**src/rtl/menu_button_conditioner_pkg.sv**
```systemverilog
// Shared definitions for the menu button conditioner: channel state encoding,
// production timing defaults, reduced simulation timings and button indices.
package menu_button_conditioner_pkg;

  // Per-channel debounce/auto-repeat states.
  typedef enum logic [2:0] {
    IDLE         = 3'd0,
    PRESS_WAIT   = 3'd1,
    HELD         = 3'd2,
    REPEAT       = 3'd3,
    RELEASE_WAIT = 3'd4
  } chan_state_t;

  // Production timing at 50 MHz: 20 ms debounce, 500 ms repeat delay,
  // 200 ms repeat period.
  localparam int DEF_DEBOUNCE_CYCLES = 1000000;
  localparam int DEF_REPEAT_DELAY    = 25000000;
  localparam int DEF_REPEAT_PERIOD   = 10000000;
  localparam int DEF_CNT_WIDTH       = 25;

  // Shortened timing so a simulation can exercise every state in a few cycles.
  localparam int SIM_DEBOUNCE_CYCLES = 4;
  localparam int SIM_REPEAT_DELAY    = 10;
  localparam int SIM_REPEAT_PERIOD   = 5;
  localparam int SIM_CNT_WIDTH       = 8;

  // Bit positions of each button inside BTN_HELD.
  localparam int NUM_BUTTONS   = 3;
  localparam int BTN_IDX_UP    = 0;
  localparam int BTN_IDX_DOWN  = 1;
  localparam int BTN_IDX_START = 2;

  // A button counts as held from the accepted press until the release is
  // accepted, including while a release is still being debounced.
  function automatic logic is_held_state(input chan_state_t s);
    return (s == HELD) || (s == REPEAT) || (s == RELEASE_WAIT);
  endfunction

endpackage

```
**src/rtl/btn_debounce_channel.sv**
```systemverilog
// One button channel: 2-flop synchronizer, debounce FSM with optional
// auto-repeat, and registered press pulse / held level outputs.
module btn_debounce_channel
  import menu_button_conditioner_pkg::*;
#(
  parameter int DEBOUNCE_CYCLES = DEF_DEBOUNCE_CYCLES,
  parameter int REPEAT_DELAY    = DEF_REPEAT_DELAY,
  parameter int REPEAT_PERIOD   = DEF_REPEAT_PERIOD,
  parameter int CNT_WIDTH       = DEF_CNT_WIDTH,
  parameter bit REPEAT_EN       = 1'b1
) (
  input  logic MP_CLOCK_50,
  input  logic MP_RESET,
  input  logic btn_n,
  output logic press_pulse,
  output logic btn_held
);

  localparam logic [CNT_WIDTH-1:0] DEBOUNCE_LAST = CNT_WIDTH'(DEBOUNCE_CYCLES - 1);
  localparam logic [CNT_WIDTH-1:0] DELAY_LAST    = CNT_WIDTH'(REPEAT_DELAY - 1);
  localparam logic [CNT_WIDTH-1:0] PERIOD_LAST   = CNT_WIDTH'(REPEAT_PERIOD - 1);
  localparam logic [CNT_WIDTH-1:0] CNT_ONE       = CNT_WIDTH'(1);

  logic [1:0]           sync_ff;
  logic                 pressed;
  chan_state_t          state;
  chan_state_t          next_state;
  logic [CNT_WIDTH-1:0] cnt;
  logic [CNT_WIDTH-1:0] cnt_next;
  logic                 from_repeat;
  logic                 from_repeat_next;
  logic                 debounce_done;
  logic                 delay_done;
  logic                 period_done;
  logic                 pulse_next;
  logic                 held_next;

  // Invert the raw active-low button and bring it into the clock domain; a
  // cleared synchronizer therefore reads as "released".
  always_ff @(posedge MP_CLOCK_50 or posedge MP_RESET) begin
    if (MP_RESET) begin
      sync_ff <= 2'b00;
    end else begin
      sync_ff <= {sync_ff[0], ~btn_n};
    end
  end

  assign pressed       = sync_ff[1];
  assign debounce_done = (cnt == DEBOUNCE_LAST);
  assign delay_done    = (cnt == DELAY_LAST);
  assign period_done   = (cnt == PERIOD_LAST);

  // State, counter and repeat-origin registers.
  always_ff @(posedge MP_CLOCK_50 or posedge MP_RESET) begin
    if (MP_RESET) begin
      state       <= IDLE;
      cnt         <= '0;
      from_repeat <= 1'b0;
    end else begin
      state       <= next_state;
      cnt         <= cnt_next;
      from_repeat <= from_repeat_next;
    end
  end

  // Next-state and counter logic; the counter measures how long the current
  // level has been stable, or how long the button has been held.
  always_comb begin
    next_state       = state;
    cnt_next         = cnt;
    from_repeat_next = from_repeat;
    unique case (state)
      IDLE: begin
        cnt_next         = '0;
        from_repeat_next = 1'b0;
        if (pressed) begin
          next_state = PRESS_WAIT;
        end
      end
      PRESS_WAIT: begin
        if (!pressed) begin
          next_state = IDLE;
          cnt_next   = '0;
        end else if (debounce_done) begin
          next_state       = HELD;
          cnt_next         = '0;
          from_repeat_next = 1'b0;
        end else begin
          cnt_next = cnt + CNT_ONE;
        end
      end
      HELD: begin
        if (!pressed) begin
          next_state = RELEASE_WAIT;
          cnt_next   = '0;
        end else if (REPEAT_EN) begin
          if (delay_done) begin
            next_state       = REPEAT;
            cnt_next         = '0;
            from_repeat_next = 1'b1;
          end else begin
            cnt_next = cnt + CNT_ONE;
          end
        end
      end
      REPEAT: begin
        if (!pressed) begin
          next_state = RELEASE_WAIT;
          cnt_next   = '0;
        end else if (period_done) begin
          cnt_next = '0;
        end else begin
          cnt_next = cnt + CNT_ONE;
        end
      end
      RELEASE_WAIT: begin
        if (pressed) begin
          next_state = from_repeat ? REPEAT : HELD;
          cnt_next   = '0;
        end else if (debounce_done) begin
          next_state       = IDLE;
          cnt_next         = '0;
          from_repeat_next = 1'b0;
        end else begin
          cnt_next = cnt + CNT_ONE;
        end
      end
      default: begin
        next_state       = IDLE;
        cnt_next         = '0;
        from_repeat_next = 1'b0;
      end
    endcase
  end

  // Output decode: a pulse on the accepted press and on each repeat tick; a
  // pulse already on the output blocks the next one so a degenerate
  // REPEAT_PERIOD of 1 still cannot produce back-to-back pulse cycles.
  always_comb begin
    pulse_next = 1'b0;
    held_next  = is_held_state(next_state);
    if (pressed) begin
      unique case (state)
        PRESS_WAIT: pulse_next = debounce_done;
        HELD:       pulse_next = REPEAT_EN && delay_done;
        REPEAT:     pulse_next = period_done;
        default:    pulse_next = 1'b0;
      endcase
    end
    if (press_pulse) begin
      pulse_next = 1'b0;
    end
  end

  // Registered outputs so the menu FSM sees glitch-free signals.
  always_ff @(posedge MP_CLOCK_50 or posedge MP_RESET) begin
    if (MP_RESET) begin
      press_pulse <= 1'b0;
      btn_held    <= 1'b0;
    end else begin
      press_pulse <= pulse_next;
      btn_held    <= held_next;
    end
  end

endmodule

```
**src/rtl/menu_button_conditioner.sv**
```systemverilog
// Menu button conditioner: three independent debounce channels turning the
// raw UP/DOWN/START buttons into one-cycle press pulses and held levels.
module menu_button_conditioner
  import menu_button_conditioner_pkg::*;
#(
  parameter int DEBOUNCE_CYCLES = DEF_DEBOUNCE_CYCLES,
  parameter int REPEAT_DELAY    = DEF_REPEAT_DELAY,
  parameter int REPEAT_PERIOD   = DEF_REPEAT_PERIOD,
  parameter int CNT_WIDTH       = DEF_CNT_WIDTH
) (
  input  logic                   MP_CLOCK_50,
  input  logic                   MP_RESET,
  input  logic                   BTN_UP_N,
  input  logic                   BTN_DOWN_N,
  input  logic                   BTN_START_N,
  output logic                   MP_UP,
  output logic                   MP_DOWN,
  output logic                   MP_START,
  output logic [NUM_BUTTONS-1:0] BTN_HELD
);

  logic held_up;
  logic held_down;
  logic held_start;

  btn_debounce_channel #(
    .DEBOUNCE_CYCLES (DEBOUNCE_CYCLES),
    .REPEAT_DELAY    (REPEAT_DELAY),
    .REPEAT_PERIOD   (REPEAT_PERIOD),
    .CNT_WIDTH       (CNT_WIDTH),
    .REPEAT_EN       (1'b1)
  ) u_up (
    .MP_CLOCK_50 (MP_CLOCK_50),
    .MP_RESET    (MP_RESET),
    .btn_n       (BTN_UP_N),
    .press_pulse (MP_UP),
    .btn_held    (held_up)
  );

  btn_debounce_channel #(
    .DEBOUNCE_CYCLES (DEBOUNCE_CYCLES),
    .REPEAT_DELAY    (REPEAT_DELAY),
    .REPEAT_PERIOD   (REPEAT_PERIOD),
    .CNT_WIDTH       (CNT_WIDTH),
    .REPEAT_EN       (1'b1)
  ) u_down (
    .MP_CLOCK_50 (MP_CLOCK_50),
    .MP_RESET    (MP_RESET),
    .btn_n       (BTN_DOWN_N),
    .press_pulse (MP_DOWN),
    .btn_held    (held_down)
  );

  // START confirms a menu choice, so holding it must never auto-repeat.
  btn_debounce_channel #(
    .DEBOUNCE_CYCLES (DEBOUNCE_CYCLES),
    .REPEAT_DELAY    (REPEAT_DELAY),
    .REPEAT_PERIOD   (REPEAT_PERIOD),
    .CNT_WIDTH       (CNT_WIDTH),
    .REPEAT_EN       (1'b0)
  ) u_start (
    .MP_CLOCK_50 (MP_CLOCK_50),
    .MP_RESET    (MP_RESET),
    .btn_n       (BTN_START_N),
    .press_pulse (MP_START),
    .btn_held    (held_start)
  );

  assign BTN_HELD[BTN_IDX_UP]    = held_up;
  assign BTN_HELD[BTN_IDX_DOWN]  = held_down;
  assign BTN_HELD[BTN_IDX_START] = held_start;

endmodule
```
**config.mk**
```make
export PLATFORM = sky130hd
export DESIGN_NAME = menu_button_conditioner
export DESIGN_NICKNAME = d
export VERILOG_FILES = /design/src/rtl/menu_button_conditioner_pkg.sv /design/src/rtl/btn_debounce_channel.sv /design/src/rtl/menu_button_conditioner.sv
export SDC_FILE = /design/constraint.sdc
export NUM_CORES = 1
export LEC_CHECK = 0
export CELL_PAD_IN_SITES_DETAIL_PLACEMENT = 1
export CELL_PAD_IN_SITES_GLOBAL_PLACEMENT = 1
export CORE_MARGIN = 2
export CORE_UTILIZATION = 35
export DETAILED_ROUTE_END_ITERATION = 8
export PLACE_DENSITY = 0.61
export REMOVE_ABC_BUFFERS = 1
export SYNTH_ARGS = -nofsm -noshare
export SYNTH_HDL_FRONTEND = slang
export SYNTH_SLANG_ARGS = --single-unit
```
**constraint.sdc**
```tcl
create_clock -name MP_CLOCK_50 -period 3.07 [get_ports MP_CLOCK_50]
set_input_delay 0.614 -clock MP_CLOCK_50 [delete_from_list [all_inputs] [get_ports MP_CLOCK_50]]
set_output_delay 0.614 -clock MP_CLOCK_50 [all_outputs]
set_load 0.005 [all_outputs]
```
* After elaboration in Yosys (flattened, before gate mapping)
Index checks and enable logic that the tools add are counted.
** Storage, ports and cells
- Bits in registers :: 99
- Input port bits :: 5
- Output and inout bits :: 6
- Logic and storage cells :: 156
** Operators by class
- Add/sub/neg operators :: 3
- Equality and inequality tests :: 40
- Multiplexer cells :: 76
- Bitwise logic cells :: 6
- Reduce and logical (&&, ||, !) cells :: 13
** Operator list (number)
- $mux 25 :: 20
- $pmux 25 s4 :: 3
- $add 25x1->25 const B :: 3
- $eq 25x20->1 const B :: 3
- $eq 25x24->1 const B :: 3
- $mux 3 :: 22
- $eq 25x25->1 const B :: 2
- $eq 3x2->1 const B :: 12
- $pmux 3 s5 :: 2
- $mux 1 :: 22
- $eq 3x3->1 const B :: 6
- $ne 2x1->1 const B :: 7
- $pmux 3 s4 :: 1
- $reduce_and 5->1 :: 2
- $eq 3x1->1 const B :: 3
- $logic_not 3->1 :: 3
- $pmux 1 s3 :: 3
- $ne 2x2->1 const B :: 4
- $pmux 1 s4 :: 2
- $logic_or 1x1->1 :: 6
- $not 1->1 :: 6
- $reduce_and 3->1 :: 1
- $pmux 1 s2 :: 1
- $reduce_or 2->1 :: 1

* Depth between registers and ports, before layout
- Depth in word-level cells :: 7
- Gate-level depth with buffers :: 8
- Depth with buffers taken out :: 6

* Modules after synthesis
A second synthesis with hierarchy kept.
** Second synthesis, totals
- Cell total of the unflattened synthesis :: 571
- Area total of the unflattened synthesis :: 5434.0 µm²
** Modules (own cells, without submodules)
- btn_debounce_channel at u_up :: instances 1, cells an instance 202, area an instance 1880.6 µm², sequential area each 825.8 µm²
- btn_debounce_channel at u_start :: instances 1, cells an instance 183, area an instance 1766.7 µm², sequential area each 800.8 µm²
- btn_debounce_channel at u_down :: instances 1, cells an instance 183, area an instance 1764.2 µm², sequential area each 825.8 µm²
- menu_button_conditioner :: instances 1, cells an instance 3, area an instance 22.5 µm², sequential area each 0.0 µm²

* Least setup slack after synthesis
OpenSTA, ideal clock, no wires.
- Path kind :: reg-to-reg
- Start :: register u_up.cnt[21]
- End :: register u_up.press_pulse
- Data arrival time :: 2.405 ns
- Required time :: 2.983 ns
- Slack :: 0.578 ns
- Cell stages (with the launch flop) :: 7
- Period minus slack after synthesis :: 2.492 ns
- Cells stage by stage :: dfrtp_1 or4b_1 or4_1 or4_1 buf_6 or3_1 a211oi_2
** Between the ends
- Cells in the longest elaborated chain, start to end :: 4
- Elaborated cells between the ends (all ways) :: 6
** Ends and longest elaborated chain
- start, declared :: line btn_debounce_channel.sv:28 : logic [CNT_WIDTH-1:0] cnt;
- start signal, assigned :: line btn_debounce_channel.sv:61 : cnt <= cnt_next;
- $eq 25x24->1 (tied with other cells) :: line btn_debounce_channel.sv:51 : assign period_done = (cnt == PERIOD_LAST);
- $pmux 1 s3 * :: line btn_debounce_channel.sv:143 : unique case (state)
- $mux 1 * :: line btn_debounce_channel.sv:142 : if (pressed) begin
- $mux 1 * :: line btn_debounce_channel.sv:150 : if (press_pulse) begin
- named net u_up.pulse_next :: line btn_debounce_channel.sv:35 : logic pulse_next;
- end signal, assigned :: line btn_debounce_channel.sv:161 : press_pulse <= pulse_next;
- end, declared :: line btn_debounce_channel.sv:15 : output logic press_pulse,
The timed path passes the listed nets; every way through them passes the cells marked *.
A chain may end at the register's enable or synchronous reset.

* Final worst setup path
- Start :: register u_up.cnt[21]
- End :: register u_up.cnt[8]
** Between the ends
- Cells in the longest elaborated chain, start to end :: 4
- Elaborated cells between the ends (all ways) :: 11
** Ends and longest elaborated chain
- $eq 25x20->1 (tied with other cells) :: line btn_debounce_channel.sv:49 : assign debounce_done = (cnt == DEBOUNCE_LAST);
- $mux 25 (on tied branches) (2 in a row)
- $pmux 25 s4 * :: line btn_debounce_channel.sv:72 : unique case (state)
- named net u_up.cnt_next[8] :: line btn_debounce_channel.sv:29 : logic [CNT_WIDTH-1:0] cnt_next;
Marks and branches as above.

==> flow_summary_export.csv <==
group,metric,value,unit
global_routing,grt_max_degree,33,
cells_and_area,seqCellArea,2452,sq um
setup_path,arrival,3010,ps
sta,fin_crit,2784,ps
placed_design,placed_cells,773,
clock_tree,cts_repair_resize_count,0,
setup_path,path_cells,"or4b_1 > or4_1 > or4_1 > a2bb2oi_4 > buf_4 > nor2_1",
cells_and_area,multi_input_area,2748,sq um
cells_and_area,stdcell_count,788,
setup_path,critPathLaunchType,"flop",
cells_and_area,final_common_cell,"dfrtp_1",
routing,drt_pass1_iterations,4,
clock_tree,h-tree-depth,3,
setup_path,critPathCaptureType,"flop",
clock_tree,clk_pin_slew,70,ps
global_routing,grt_antenna_before_repair,0,
sta,finalSetupViolations,0,
sta,holdWs,350.2,ps
global_routing,grt_first_pass_wirelength,22430,um
setup_path,worst_path_max_delay_cell,"or4_1",
placed_design,gp_congestion,0.7655,
logic_synthesis,ys_async_sr_fraction,1.000,
logic_synthesis,ys_ff_latch,98,
cells_and_area,drive_gt1_frac,0.06500,
sta,tns,0,ps
clock_tree,cts_setup_buffers,0,
floorplanning,die_w,128.1,um
routing,drtAntennaViolNets,0,
setup_path,worstPathMaxFanout,24,
routing,routedWlPerCell,16.03,um
routing,viasPerCell,5.439,
logic_synthesis,syn_inst,592,
setup_path,cp_top_family,"simple AND/OR/NAND/NOR gates",
logic_synthesis,synth_area,5393,sq um
logic_synthesis,synth_seq_area_share,0.4548,
placed_design,portBuffers,10,
logic_synthesis,synth_edf_count,0,
global_routing,grt_usage,0.1693,
cells_and_area,mostFrequentLayoutCells,"98 x dfrtp_1, 69 x nor2_1, 52 x nand2_1, 49 x nor3_1, 44 x xnor2_1",
cells_and_area,insertedDiodeCount,0,
clock_tree,cts_buffers,9,
sta,worst_slack,285.6,ps
setup_path,slowest_delay,630,ps
clock_tree,holdBufCountCts,0,
flow_run,maxCapViolCount,0,
clock_tree,cts_buffer_depth,2,
global_routing,gr-total-overflow,0,
cells_and_area,syn_to_final_growth,10.56,%
setup_path,path_common_cell,"or4_1",
min_path,hp-class,"flop to flop",
cells_and_area,fin_nets,604,
logic_synthesis,syn_area_per_cell,9.109,sq um
floorplanning,ios,11,
sta,finalMaxSlewViolations,0,
floorplanning,core,15150,sq um
sta,worstMarginPinSlew,516.9,ps
routing,finalWirelength,12640,um
sta,post-route-period-util,0.9070,
run_status,outcome,"complete, no violations",
sta,relSlewSlack,0.6543,
clock_tree,clock-root-buffer,"clkbuf_16",
routing,drc,0,
sta,rsz0062_at_grt,"no",
sta,skew,7.580,ps
placed_design,pre_cts_ws,271.0,ps
clock_tree,clock_sinks,98,
floorplanning,initial_core_util,0.3561,
logic_synthesis,synth-main-ff-cell,"dfrtp_1",
clock_tree,cts_tree,"done",
logic_synthesis,ys_types,61,
power,power,2.479,mW
logic_synthesis,yosysWarnings,0,
routing,first_iter_violations,203,
routing,vias,4286,
cells_and_area,fill_cells,1766,
sta,fmax,359.1,MHz
global_routing,grt_pass1_vias,4477,
floorplanning,die_area,16420,sq um
power,power_density,415.7,nW/um^2
power,ir_worst_vdd,0.2357,mV
sta,hold_viol,0,
floorplanning,rows,45,
setup_path,worstSetupPathType,"flop to flop",
clock_tree,clock_latency,350,ps
floorplanning,dieHeight,128.1,um
setup_path,crit_buf_inv,1,
setup_path,required,3300,ps
power,leakagePower,2.327,nW
placed_design,hpwl,8799,um
==> final timing paths <==
check                                    from                 end  cells past startpoint  slack (ps)
setup / recovery                 u_up.cnt[21]         u_up.cnt[8]                      6         290
hold / removal             u_start.sync_ff[0]  u_start.sync_ff[1]                      0         350
setup reg to reg                 u_up.cnt[21]         u_up.cnt[8]                      6         290
hold reg to reg            u_start.sync_ff[0]  u_start.sync_ff[1]                      0         350
max in group asynchronous            MP_RESET       u_up.state[2]                      3        1770
min in group asynchronous            MP_RESET     u_start.cnt[22]                      2         620
==> logic make-up after synthesis <==
| family | share of synthesized area |
|---|---|
| AOI/OAI and AO/OA | 0.07402 |
| xor gates and xnor gates | 0.1056 |
| adders and majority gates | 0.006961 |
| buffers and inverters | 0.03573 |
| DFF | 0.4548 |
| muxes | 0.004176 |
| and+or+nand+nor | 0.3188 |
==> registers in the layout (all words and copies together), names as in the netlist <==
register,flops
u_down.cnt,25
u_start.cnt,25
u_up.cnt,25
u_down.state,3
u_start.state,3
u_up.state,3
u_down.sync_ff,2
u_start.sync_ff,2
u_up.sync_ff,2
u_down.btn_held,1
u_down.from_repeat,1
u_down.press_pulse,1
u_start.btn_held,1
u_start.press_pulse,1
u_up.btn_held,1
u_up.from_repeat,1
u_up.press_pulse,1
==> per-layer routing <==
layer  global-route usage  vias to the layer above  share of wire  wire, um
li1                     -                     2101              -         -
met1               0.2425                     2152           0.52      6524
met2               0.2636                       23           0.46      5761
met3              0.02254                       10          0.012       153
met4              0.06012                        0          0.016       196
met5                    0                        -              0         0
==> synth_stat cells, types with 6 or more instances <==
cell type / instances / area share
nand2b_1: 8 / 0.0093
nand3_1: 31 / 0.029
and3_1: 22 / 0.026
xor2_1: 21 / 0.034
nor3_1: 49 / 0.045
and4_1: 7 / 0.011
or4_1: 6 / 0.0084
o21ai_0: 11 / 0.010
nand2_1: 52 / 0.036
xnor2_1: 44 / 0.071
or3_1: 10 / 0.012
inv_1: 15 / 0.010
clkbuf_1: 22 / 0.015
dfrtp_1: 98 / 0.45
nor2b_1: 8 / 0.0093
nand4_1: 22 / 0.026
nor2_1: 69 / 0.048
a21oi_1: 11 / 0.010
nor4_1: 12 / 0.014
==> area by class of cell <==
class	count	share of cell area
Timing Repair Buffer	23	0.03316
Sequential cell	98	0.4113
Clock inverter	5	0.005247
Tap cell	188	0.03945
Multi-Input combinational cell	449	0.4609
Inverter	15	0.009864
Clock buffer	10	0.04008
==> power breakdown <==
part | internal (mW) | switching, mW | total, mW
combinational | 0.0283 | 0.0651 | 0.0934
sequential | 1.30 | 0.0162 | 1.32
clock | 0.565 | 0.503 | 1.07
total | 1.89 | 0.584 | 2.48
==> through the flow <==
stage | cell area [sq um] | util
after detailed placement | 5692 | 0.3758
after global routing | 5962 | 0.3936
after global placement | 5692 | 0.3758
after floorplan | 5256 | -
after CTS | 5962 | 0.3936
final | 5962 | 0.3936
No activity file was read; power rests on OpenSTA's default activity.
